**src/rtl/pipelined_cska_adder.sv**
```systemverilog
// Pipelined carry-skip adder/subtractor with valid/ready handshakes on both sides.
// Each pipeline stage resolves BPS ripple blocks of BLOCK bits; STAGES = N / (BLOCK * BPS).
// N must be a multiple of BLOCK * BPS.
// Optional: define CSKA_SKIP_CNT_EN to add the saturating skip_cnt output that counts
// carry-skip events over all emitted results.
module pipelined_cska_adder #(
  parameter int unsigned N     = 32,
  parameter int unsigned BLOCK = 4,
  parameter int unsigned BPS   = 2
) (
  input  logic         clk,
  input  logic         rst,
  input  logic         in_valid,
  output logic         in_ready,
  input  logic [N-1:0] a,
  input  logic [N-1:0] b,
  input  logic         cin,
  input  logic         sub,
  output logic         out_valid,
  input  logic         out_ready,
  output logic [N-1:0] sum,
  output logic         cout,
  output logic         overflow
`ifdef CSKA_SKIP_CNT_EN
  ,
  output logic [31:0]  skip_cnt
`endif
);

  localparam int unsigned SW     = BLOCK * BPS;
  localparam int unsigned STAGES = N / SW;
  localparam int unsigned IW     = (N > 1) ? $clog2(N) : 1;

  // Stage registers: valid, operands still to be added, accumulated low sum bits, carry.
  logic         valid_q [STAGES];
  logic [N-1:0] opa_q   [STAGES];
  logic [N-1:0] opb_q   [STAGES];
  logic [N-1:0] acc_q   [STAGES];
  logic         carry_q [STAGES];
  logic         ovf_q;

  // Stage inputs: stage 0 takes the ports, stage k takes stage k-1's registers.
  logic         vin     [STAGES];
  logic [N-1:0] sin_a   [STAGES];
  logic [N-1:0] sin_b   [STAGES];
  logic [N-1:0] sin_acc [STAGES];
  logic         sin_c   [STAGES];

  logic [N-1:0] acc_d   [STAGES];
  logic         carry_d [STAGES];
  logic         ovf_d;

  logic [STAGES:0] ready;

  logic [N-1:0]  w_acc;
  logic [IW-1:0] idx;
  logic          c;
  logic          bc;
  logic          p;
  logic          pall;
  logic          r;

`ifdef CSKA_SKIP_CNT_EN
  localparam int unsigned CW = $clog2(N / BLOCK + 1);
  logic [CW-1:0] cnt_q   [STAGES];
  logic [CW-1:0] cnt_d   [STAGES];
  logic [CW-1:0] sin_cnt [STAGES];
  logic [CW-1:0] w_cnt;
  logic [31:0]   skip_cnt_q;
  logic [32:0]   skip_sum;
`endif

  // Backpressure chain: a stage may load when empty or when its successor can load.
  always_comb begin
    r             = out_ready;
    ready[STAGES] = out_ready;
    for (int k = STAGES - 1; k >= 0; k--) begin
      r        = ~valid_q[k] | r;
      ready[k] = r;
    end
    vin[0] = in_valid;
    for (int k = 1; k < STAGES; k++) begin
      vin[k] = valid_q[k-1];
    end
  end

  assign in_ready = ready[0];

  // Per-stage carry-skip evaluation of this stage's slice of bits.
  always_comb begin
    sin_a[0]   = a;
    sin_b[0]   = sub ? ~b : b;
    sin_acc[0] = '0;
    sin_c[0]   = sub | cin;  // subtract forces the +1 of two's complement
`ifdef CSKA_SKIP_CNT_EN
    sin_cnt[0] = '0;
`endif
    for (int k = 1; k < STAGES; k++) begin
      sin_a[k]   = opa_q[k-1];
      sin_b[k]   = opb_q[k-1];
      sin_acc[k] = acc_q[k-1];
      sin_c[k]   = carry_q[k-1];
`ifdef CSKA_SKIP_CNT_EN
      sin_cnt[k] = cnt_q[k-1];
`endif
    end

    ovf_d = 1'b0;
    idx   = '0;
    p     = 1'b0;
    pall  = 1'b0;
    bc    = 1'b0;
    c     = 1'b0;
    w_acc = '0;
`ifdef CSKA_SKIP_CNT_EN
    w_cnt = '0;
`endif
    for (int k = 0; k < STAGES; k++) begin
      w_acc = sin_acc[k];
      c     = sin_c[k];
`ifdef CSKA_SKIP_CNT_EN
      w_cnt = sin_cnt[k];
`endif
      for (int j = 0; j < BPS; j++) begin
        bc   = c;
        pall = 1'b1;
        for (int i = 0; i < BLOCK; i++) begin
          idx = IW'(k * SW + j * BLOCK + i);
          p   = sin_a[k][idx] ^ sin_b[k][idx];
          // Remember the carry into the MSB for the signed overflow flag.
          if (idx == IW'(N - 1)) begin
            ovf_d = c;
          end
          w_acc[idx] = p ^ c;
          c          = (sin_a[k][idx] & sin_b[k][idx]) | (p & c);
          pall       = pall & p;
        end
        c = c | (pall & bc);
`ifdef CSKA_SKIP_CNT_EN
        if (pall & bc) begin
          w_cnt = w_cnt + CW'(1);
        end
`endif
      end
      acc_d[k]   = w_acc;
      carry_d[k] = c;
`ifdef CSKA_SKIP_CNT_EN
      cnt_d[k]   = w_cnt;
`endif
    end
    ovf_d = ovf_d ^ carry_d[STAGES-1];
  end

  // Pipeline registers; the last stage doubles as the output register.
  always_ff @(posedge clk) begin
    if (rst) begin
      for (int k = 0; k < STAGES; k++) begin
        valid_q[k] <= 1'b0;
        acc_q[k]   <= '0;
        carry_q[k] <= 1'b0;
`ifdef CSKA_SKIP_CNT_EN
        cnt_q[k]   <= '0;
`endif
      end
      ovf_q <= 1'b0;
    end else begin
      for (int k = 0; k < STAGES; k++) begin
        if (ready[k]) begin
          valid_q[k] <= vin[k];
          if (vin[k]) begin
            opa_q[k]   <= sin_a[k];
            opb_q[k]   <= sin_b[k];
            acc_q[k]   <= acc_d[k];
            carry_q[k] <= carry_d[k];
`ifdef CSKA_SKIP_CNT_EN
            cnt_q[k]   <= cnt_d[k];
`endif
          end
        end
      end
      if (ready[STAGES-1] && vin[STAGES-1]) begin
        ovf_q <= ovf_d;
      end
    end
  end

  assign out_valid = valid_q[STAGES-1];
  assign sum       = acc_q[STAGES-1];
  assign cout      = carry_q[STAGES-1];
  assign overflow  = ovf_q;

`ifdef CSKA_SKIP_CNT_EN
  assign skip_sum = {1'b0, skip_cnt_q} + 33'(cnt_q[STAGES-1]);

  // Saturating accumulation of skip events for each result taken downstream.
  always_ff @(posedge clk) begin
    if (rst) begin
      skip_cnt_q <= '0;
    end else if (out_valid && out_ready) begin
      skip_cnt_q <= skip_sum[32] ? 32'hFFFF_FFFF : skip_sum[31:0];
    end
  end

  assign skip_cnt = skip_cnt_q;
`endif

endmodule

```
**config.mk**
```make
export PLATFORM = sky130hd
export DESIGN_NAME = pipelined_cska_adder
export DESIGN_NICKNAME = d
export VERILOG_FILES = /design/src/rtl/pipelined_cska_adder.sv
export SDC_FILE = /design/constraint.sdc
export NUM_CORES = 1
export LEC_CHECK = 0
export BUFFER_PORTS_ARGS = -buffer_cell sky130_fd_sc_hd__buf_2
export CORE_MARGIN = 10
export CORE_UTILIZATION = 52
export CTS_CLUSTER_SIZE = 40
export DETAILED_ROUTE_END_ITERATION = 10
export PLACE_DENSITY_LB_ADDON = 0.3
export SLEW_MARGIN = 40
export SYNTH_ARGS = -nofsm -noshare
export SYNTH_HDL_FRONTEND = slang
export SYNTH_SLANG_ARGS = --single-unit
export TNS_END_PERCENT = 50
```
**constraint.sdc**
```tcl
create_clock -name clk -period 4.9 [get_ports clk]
set_input_delay 0.49 -clock clk [delete_from_list [all_inputs] [get_ports clk]]
set_output_delay 0.49 -clock clk [all_outputs]
set_load 0.03 [all_outputs]
```
# Word level (Yosys, flattened, before mapping)
# Memory sizes are Yosys's and may differ from the RTL's.
# Cells that the tools add are included.
# Widths: inputs -> output; s select.
[totals]
register_bits = 1
latchBits = 0
ram_bits = 392
romBits = 0
inputBits = 70
output_inout_bits = 36
wordCells = 273
memories = 5
[op_classes]
add_sub_neg = 0
n_mul = 0
div = 0
n_lt_le_gt_ge = 0
eq_ne = 0
shifts = 0
mux = 43
n_bitwise = 223
reduce_logical = 1
[mem_list]
columns = ["memory", "depth", "word_bits", "read_ports", "rd_clocked_by_memory_dff", "write_ports", "line_no", "source"]
rows = [
  ["acc_q", 4, 32, 4, 0, 4, "38", "logic [N-1:0] acc_q [STAGES];"],
  ["opa_q", 4, 32, 3, 0, 4, "36", "logic [N-1:0] opa_q [STAGES];"],
  ["opb_q", 4, 32, 3, 0, 4, "37", "logic [N-1:0] opb_q [STAGES];"],
  ["carry_q", 4, 1, 4, 0, 4, "39", "logic carry_q [STAGES];"],
  ["valid_q", 4, 1, 4, 0, 4, "35", "logic valid_q [STAGES];"],
]
[op_table]
columns = ["op", "count"]
rows = [
  ["$mux 32", 5],
  ["$and 1x1->1", 96],
  ["$xor 1x1->1", 65],
  ["$or 1x1->1", 57],
  ["$mux 1", 38],
  ["$not 32->32", 1],
  ["$not 1->1", 4],
  ["$logic_and 1x1->1", 1],
]

# Logic depth before layout (Yosys ltp)
# Gate-level depths: netlist (run 1).
[depth]
word_depth = 22
ltp_mapped = 16
mapped_depth_nobuf = 15

# Worst setup path after synthesis (run 1)
# Ideal clock, no wire load.
[synth_timing]
path_type = "in2reg"
start = "input port sub"
end = "memory acc_q[0][7], data pin"
setup_ps = 257
arrival_time_ps = 4528
required_ps = 4643
slack_ps = 115
stages = 16
n_path_buf = 2
cell_sequence = "clkbuf_1 > buf_2 > xor2_1 > inv_1 > fa_1 > fa_1 > fa_1 > fa_1 > o21a_1 > fa_1 > fa_1 > fa_1 > inv_1 > fa_1 > inv_1 > nor2_1"
[synth_rtl]
columns = ["item", "line_no", "source"]
rows = [
  ["start, declared", "18", "input logic sub,"],
  ["end, declared", "38", ""],
]

==> results.py, run 1 <==
metrics = {
    "outcome": {
        "outcome": "complete, no violations",
    },
    "layout": {
        "final_core_utilization_pct": 63.1,
        "multiInputGateArea_um2": 2150,
        "n_fill_cell": 1044,
        "final_common_cell": "sky130_fd_sc_hd__edfxtp_1",
        "mostFrequentLayoutCells": "sky130_fd_sc_hd__edfxtp_1, sky130_fd_sc_hd__buf_2, sky130_fd_sc_hd__and2_1, sky130_fd_sc_hd__inv_1",
        "ff_latch_area_um2": 5550,
        "post_layout_nonfiller_instances": 779,
        "fin_nets": 716,
        "area_growth_pct": 17.6,
        "final_layout_size_suffix_gt1_share_pct": 26.1,
        "insertedDiodeCount": 0,
    },
    "timing": {
        "clock.fmax_mhz": 213,
        "whs_ps": 237,
        "relSlewSlack_pct": 46.9,
        "finalHoldViolCount": 0,
        "min_period_ps": 4690,
        "finalCritPeriodShare_pct": 95.8,
        "rsz0062_at_grt": "false",
        "worst-slew-pin-transition_ps": 794,
        "timing.final.setup_violations": 0,
        "finalSetupTns_ps": 0,
        "final-max-slew-violation-count": 0,
        "finalClockSkew_ps": 11.9,
    },
    "clock_tree": {
        "cts-buffers-inserted": 17,
        "clk_pin_slew_ps": 70,
        "h-tree-depth": 4,
        "clock-root-buffer": "sky130_fd_sc_hd__clkbuf_16",
        "clockBufferDepth": 2,
        "clock_sink_count": 185,
        "hold_buffers": 0,
        "tritoncts_clock_tree": "yes",
        "worst_skew_pair_latency_ps": 430,
    },
    "placement": {
        "dp_cells": 745,
        "gpl.final_weighted_congestion": 0.787,
        "detailed_place_hpwl_mm": 9.32,
        "place.port_buffers": 105,
    },
    "worst_setup_path": {
        "crit_path_end": "overflow$_SDFFE_PP0P_",
        "timing.critical_path.arrival_ps": 5060,
        "worst_ep_required_time_ps": 5270,
        "cp-startpoint": "carry_q[2]$_SDFFCE_PN0P_",
        "cp-start-kind": "register",
        "setup.worst_path.class": "reg2reg",
        "r2r_slack_ps": 210,
        "worstRegToRegCells": 14,
        "critical_path.max_fanout": 4,
        "timing.critical_path.to_type": "register",
        "reg2reg_from": "carry_q[2]$_SDFFCE_PN0P_",
        "worst_r2r_endpoint": "overflow$_SDFFE_PP0P_",
    },
    "die": {
        "start_util_pct": 53.6,
        "dieArea_um2": 20500,
        "std_cell_rows": 44,
        "chip_height_um": 143,
        "ios": 106,
        "placeableCoreArea_um2": 14700,
        "die_w_um": 143,
    },
    "yosys": {
        "synth_enable_flop_cells": 184,
        "ys.warnings.count": 0,
        "async_reset_ff_share_pct": 0,
        "synth.top_cell.area_share_pct": 70.1,
        "ys_top_cells_by_area": "sky130_fd_sc_hd__edfxtp_1, sky130_fd_sc_hd__fa_1, sky130_fd_sc_hd__and2_1",
        "ys_ff_latch": 185,
        "synth_seq_area_share_pct": 70.3,
        "ys_types": 36,
        "syn-cell-area_um2": 7890,
        "synth_ff_type": "sky130_fd_sc_hd__edfxtp_1",
        "synthCells": 463,
        "library_cell_with_the_largest_summed_area_after_synthesis": "sky130_fd_sc_hd__edfxtp_1",
        "mappedNetlistNets": 597,
        "synth_area_per_cell_um2": 17.0,
    },
    "drt": {
        "antenna_left": 0,
        "vias": 3708,
        "vias_per_cell": 4.76,
        "routed_wire_length_per_instance_um": 15.9,
        "wl_mm": 12.4,
        "remaining_drc_errors": 0,
        "drt-initial-drc-count": 158,
        "drt_pass1_iterations": 4,
    },
    "global_route": {
        "globalRoute.totalOverflow": 0,
        "antenna_found_initial": 0,
        "globalRouteTotalUtil_pct": 12.7,
        "grt_start_max_net_pins": 49,
        "first_global_vias": 4067,
        "grt_pass1_wl_mm": 20.0,
    },
    "power": {
        "total_switching_power_mw": 0.770,
        "power_density_nw_per_um2": 380,
        "pwr-share-seq_pct": 53.2,
        "total_leakage_power_nw": 3.74,
        "power_frac_clock_pct": 39.9,
        "p_comb_share_pct": 7.0,
        "switching_share_pct": 21.8,
        "p_int_mw": 2.76,
        "ir_drop_uv": 265,
        "power.total_mw": 3.53,
    },
    "min_path": {
        "timing.hold.worst.class": "in2reg",
    },
    "flow_run": {
        "cap_violations": 0,
    },
}
## cell usage after synthesis (all sizes together), types with 3 or more instances
master,number
nor3,6
inv,39
fa,32
nand2b,7
nand4,3
nor2,14
and2,67
buf,8
and4,3
xor2,32
clkbuf,5
nand2,5
ha,32
nor2b,3
edfxtp,184
## critical path, cell delays in order (launching register included)
cell and delay [ps]:
sky130_fd_sc_hd__edfxtp_1 390, sky130_fd_sc_hd__inv_1 100, sky130_fd_sc_hd__fa_1 170, sky130_fd_sc_hd__inv_1 60
sky130_fd_sc_hd__fa_1 450, sky130_fd_sc_hd__fa_2 410, sky130_fd_sc_hd__fa_1 440, sky130_fd_sc_hd__a31o_4 240
sky130_fd_sc_hd__fa_1 450, sky130_fd_sc_hd__fa_2 410, sky130_fd_sc_hd__fa_2 390, sky130_fd_sc_hd__fa_1 460
sky130_fd_sc_hd__nand2b_1 170, sky130_fd_sc_hd__or4_1 400, sky130_fd_sc_hd__nand3_1 90
## worst min-delay path by stage
stage | depth (start not counted) | to | startpoint | slack, ps
detailed placement | 0 | opa_q[1][16]$_DFFE_PP_ | opa_q[0][16]$_DFFE_PP_ | 400
global placement | 0 | opa_q[1][26]$_DFFE_PP_ | opa_q[0][26]$_DFFE_PP_ | 400
floorplan | 0 | opa_q[1][16]$_DFFE_PP_ | opa_q[0][16]$_DFFE_PP_ | 400
CTS | 1 | opa_q[0][12]$_DFFE_PP_ | a[12] | 220
global route | 1 | opa_q[0][27]$_DFFE_PP_ | a[27] | 220
finish | 1 | opa_q[0][14]$_DFFE_PP_ | a[14] | 240
## final cells by class
cell class,count,area share [%]
clock inverters,14,2.02
inverters,39,1.61
repair buffers,113,6.31
clock buffers,18,4.63
well taps,184,2.48
multi-input cells,226,23.2
flip-flops and latches,185,59.8
## power groups by stage
stage / registers (mW) / logic [mW] / clock network, mW
2_1_floorplan: 1.93 / 0.127 / 0
3_3_place_gp: 1.91 / 0.235 / 0
3_5_place_dp: 1.91 / 0.249 / 0
4_1_cts: 1.88 / 0.252 / 1.43
5_1_grt: 1.88 / 0.282 / 1.50
6_report: 1.87 / 0.245 / 1.41
## state kept, by name (all words and copies together), names as in the netlist
signal    flops
opb_q        48
acc_q        80
valid_q       4
carry_q       4
opa_q        48
overflow      1
## stage by stage
step                cell area (µm²)  worst slack, ps
floorplan                      7890              115
global route                   9270             20.0
global placement               8630             73.6
finish                         9270              208
CTS                            9250             21.9
detailed placement             8630            -35.0
## what timing repair did
item,in CTS,in global routing
gates resized for setup,1,2
pin swaps,0,1
setup buffers,0,2
setup endpoints to repair,1,1
## metal layers
metal / vias to the layer above / routed length, µm / GRT usage, % / part of all wire (%)
met5: - / 0 / 0 / 0
li1: 1833 / - / - / -
met4: 0 / 203 / 5.43 / 1.6
met2: 103 / 6330 / 21.8 / 51
met1: 1756 / 5220 / 14.5 / 42
met3: 16 / 620 / 3.91 / 5.0
## cells by family (layout without fill, tap and decap cells)
logic type      Yosys count  after routing  synth area share, %
compound gates           12             12                 1.24
xor+xnor                 32             32                 3.55
fa+ha+maj                64             64                 13.2
buf+inv                  52            184                 2.60
flops                   185            185                 70.3
simple gates            118            118                 9.08
No activity file was read; power rests on OpenSTA's default activity.
==> run 2: changes to the inputs <==
CORE_MARGIN = unset   (was 10)
==> run 2 against run 1 <==
Against the previous run: cell count fell by 0.26%; global-route usage rose by 2.9 points; via count grew 0.57%; clock skew is 3.7 ps lower; non-clock buffer count down 2; register-to-register slack worse by 20 ps; sequential power about the same; flip-flop and latch count unchanged; maximum frequency fell by 0.39%; routed wire length down 9.0%; combinational power down 2%; critical path depth unchanged; critical endpoint unchanged; largest cell class unchanged; highest routed layer unchanged.
==> results.py, run 2 (synthesis results as in run 1) <==
metrics = {
    "outcome": {
        "outcome": "complete, no violations",
    },
    "power": {
        "power_density_nw_per_um2": 373,
        "switching_share_pct": 21.9,
        "pwr-share-seq_pct": 54.5,
        "power_frac_clock_pct": 38.5,
        "total_switching_power_mw": 0.753,
        "ir_drop_uv": 233,
        "p_comb_share_pct": 7.0,
        "total_leakage_power_nw": 3.71,
        "p_int_mw": 2.69,
    },
    "timing": {
        "finalCritPeriodShare_pct": 96.1,
        "timing.final.setup_violations": 0,
        "clock.fmax_mhz": 212,
        "finalHoldViolCount": 0,
        "rsz0062_at_grt": "false",
        "finalSetupTns_ps": 0,
        "relSlewSlack_pct": 53.9,
        "worst-slew-pin-transition_ps": 690,
        "min_period_ps": 4710,
        "finalClockSkew_ps": 8.17,
        "final-max-slew-violation-count": 0,
    },
    "layout": {
        "final_core_utilization_pct": 63.0,
        "final_layout_size_suffix_gt1_share_pct": 25.8,
        "area_growth_pct": 16.9,
        "post_layout_nonfiller_instances": 777,
        "n_fill_cell": 1066,
        "final_common_cell": "sky130_fd_sc_hd__edfxtp_1",
        "insertedDiodeCount": 0,
        "largest_registers": "acc_q (80), opa_q (48), opb_q (48)",
        "fin_nets": 714,
        "flip_flop_count_of_the_largest_register_all_copies_and_words_added": 80,
        "mostFrequentLayoutCells": "sky130_fd_sc_hd__edfxtp_1, sky130_fd_sc_hd__buf_2, sky130_fd_sc_hd__and2_1, sky130_fd_sc_hd__inv_1",
        "top_register": "acc_q",
    },
    "die": {
        "start_util_pct": 53.8,
        "ios": 106,
        "die_w_um": 125,
        "chip_height_um": 125,
        "dieArea_um2": 15700,
        "placeableCoreArea_um2": 14600,
        "std_cell_rows": 44,
    },
    "global_route": {
        "globalRouteTotalUtil_pct": 15.6,
        "grt_pass1_wl_mm": 18.3,
        "first_global_vias": 3774,
        "antenna_found_initial": 0,
        "globalRoute.totalOverflow": 0,
        "grt_start_max_net_pins": 50,
    },
    "drt": {
        "drt-initial-drc-count": 202,
        "antenna_left": 0,
        "routed_wire_length_per_instance_um": 14.5,
        "drt_pass1_iterations": 6,
        "wl_mm": 11.3,
        "vias": 3729,
        "remaining_drc_errors": 0,
        "vias_per_cell": 4.80,
    },
    "clock_tree": {
        "clock_sink_count": 185,
        "clock-root-buffer": "sky130_fd_sc_hd__clkbuf_16",
        "clockBufferDepth": 2,
        "worst_skew_pair_latency_ps": 430,
        "h-tree-depth": 4,
        "cts-buffers-inserted": 17,
        "tritoncts_clock_tree": "yes",
        "clk_pin_slew_ps": 70,
    },
    "worst_setup_path": {
        "setup.worst_path.class": "reg2reg",
        "timing.critical_path.arrival_ps": 5080,
        "cp_cell_sequence": "inv_1, fa_1, inv_1, fa_1, fa_2, fa_1, a31o_4, fa_1, fa_2, fa_2, fa_2, nand2b_1, or4_1, nand3_1",
        "crit_slowest_cell": "sky130_fd_sc_hd__fa_1",
        "max_stage_delay_ps": 460,
        "critical_path.max_fanout": 4,
        "worst_ep_required_time_ps": 5270,
        "cp-start-kind": "register",
        "timing.critical_path.to_type": "register",
    },
    "min_path": {
        "timing.hold.worst.class": "in2reg",
    },
    "flow_run": {
        "cap_violations": 0,
    },
    "placement": {
        "place.port_buffers": 105,
        "detailed_place_hpwl_mm": 8.08,
        "dp_cells": 744,
        "gpl.final_weighted_congestion": 0.762,
    },
}
-- run 2: changes by cell type in the layout (fill, tap and decap cells not counted), sizes merged --
cell    before  now
bufinv       3    2
inv         45   43
clkinv       3    7
clkbuf      18   17
buf        113  111
-- run 2: worst paths after layout --
check                              start                     end  slack, ps  depth (start not counted)
setup / recovery  opb_q[2][24]$_DFFE_PP_   overflow$_SDFFE_PP0P_        190                         14
setup reg to reg  opb_q[2][24]$_DFFE_PP_   overflow$_SDFFE_PP0P_        190                         14
hold / removal                     a[26]  opa_q[0][26]$_DFFE_PP_        230                          1
hold reg to reg   opb_q[0][30]$_DFFE_PP_  opb_q[1][30]$_DFFE_PP_        420                          0
-- run 2: worst max-delay path: cells and delay by family (launching register included) --
family	cells	cell delay [ps]
adders and majority gates	8	3190
and+or+nand+nor	3	670
DFF	1	400
AOI/OAI and AO/OA	1	240
buffers and inverters	2	150
-- run 2: timing repair --
action / in CTS / in global routing
cloned: 0 / 0
pin swaps: 1 / 1
hold buffers: 0 / 0
gates resized for setup: 1 / 3
buffers inserted: 0 / 1
endpoints found under the setup margin: 1 / 1
-- run 2: area by class of cell --
class	count	area [µm²]	area share, %
well taps	184	230	2.50
clock inverters	15	149	1.62
inverters	39	149	1.62
flip-flops and latches	185	5550	60.2
clock buffers	17	425	4.61
repair buffers	111	571	6.19
multi-input cells	226	2150	23.3
-- run 2: routing by layer --
layer  vias to the layer above  track usage (%)  wire length, µm
li1                       1828                -                -
met1                      1787             20.2             5060
met2                        98             24.4             5510
met3                        16             4.45              480
met4                         0             7.96              201
met5                         -                0                0
-- run 2: through the flow --
| stage | total power [mW] | area [µm²] | hold WS (ps) | setup WS [ps] |
|---|---|---|---|---|
| after CTS | 3.48 | 9200 | 212 | 60.7 |
| after global routing | 3.57 | 9220 | 211 | 22.3 |
| final | 3.44 | 9220 | 235 | 189 |
| after floorplan | 2.06 | 7890 | 400 | 115 |
| after detailed placement | 2.16 | 8630 | 405 | -74.9 |
| after global placement | 2.14 | 8620 | 402 | 74.2 |
-- run 2: power by group through the flow --
stage / combinational (mW) / clock, mW / sequential, mW
3_3_place_gp: 0.234 / 0 / 1.91
5_1_grt: 0.276 / 1.41 / 1.88
2_1_floorplan: 0.127 / 0 / 1.93
4_1_cts: 0.246 / 1.36 / 1.88
3_5_place_dp: 0.245 / 0 / 1.91
6_report: 0.241 / 1.32 / 1.88
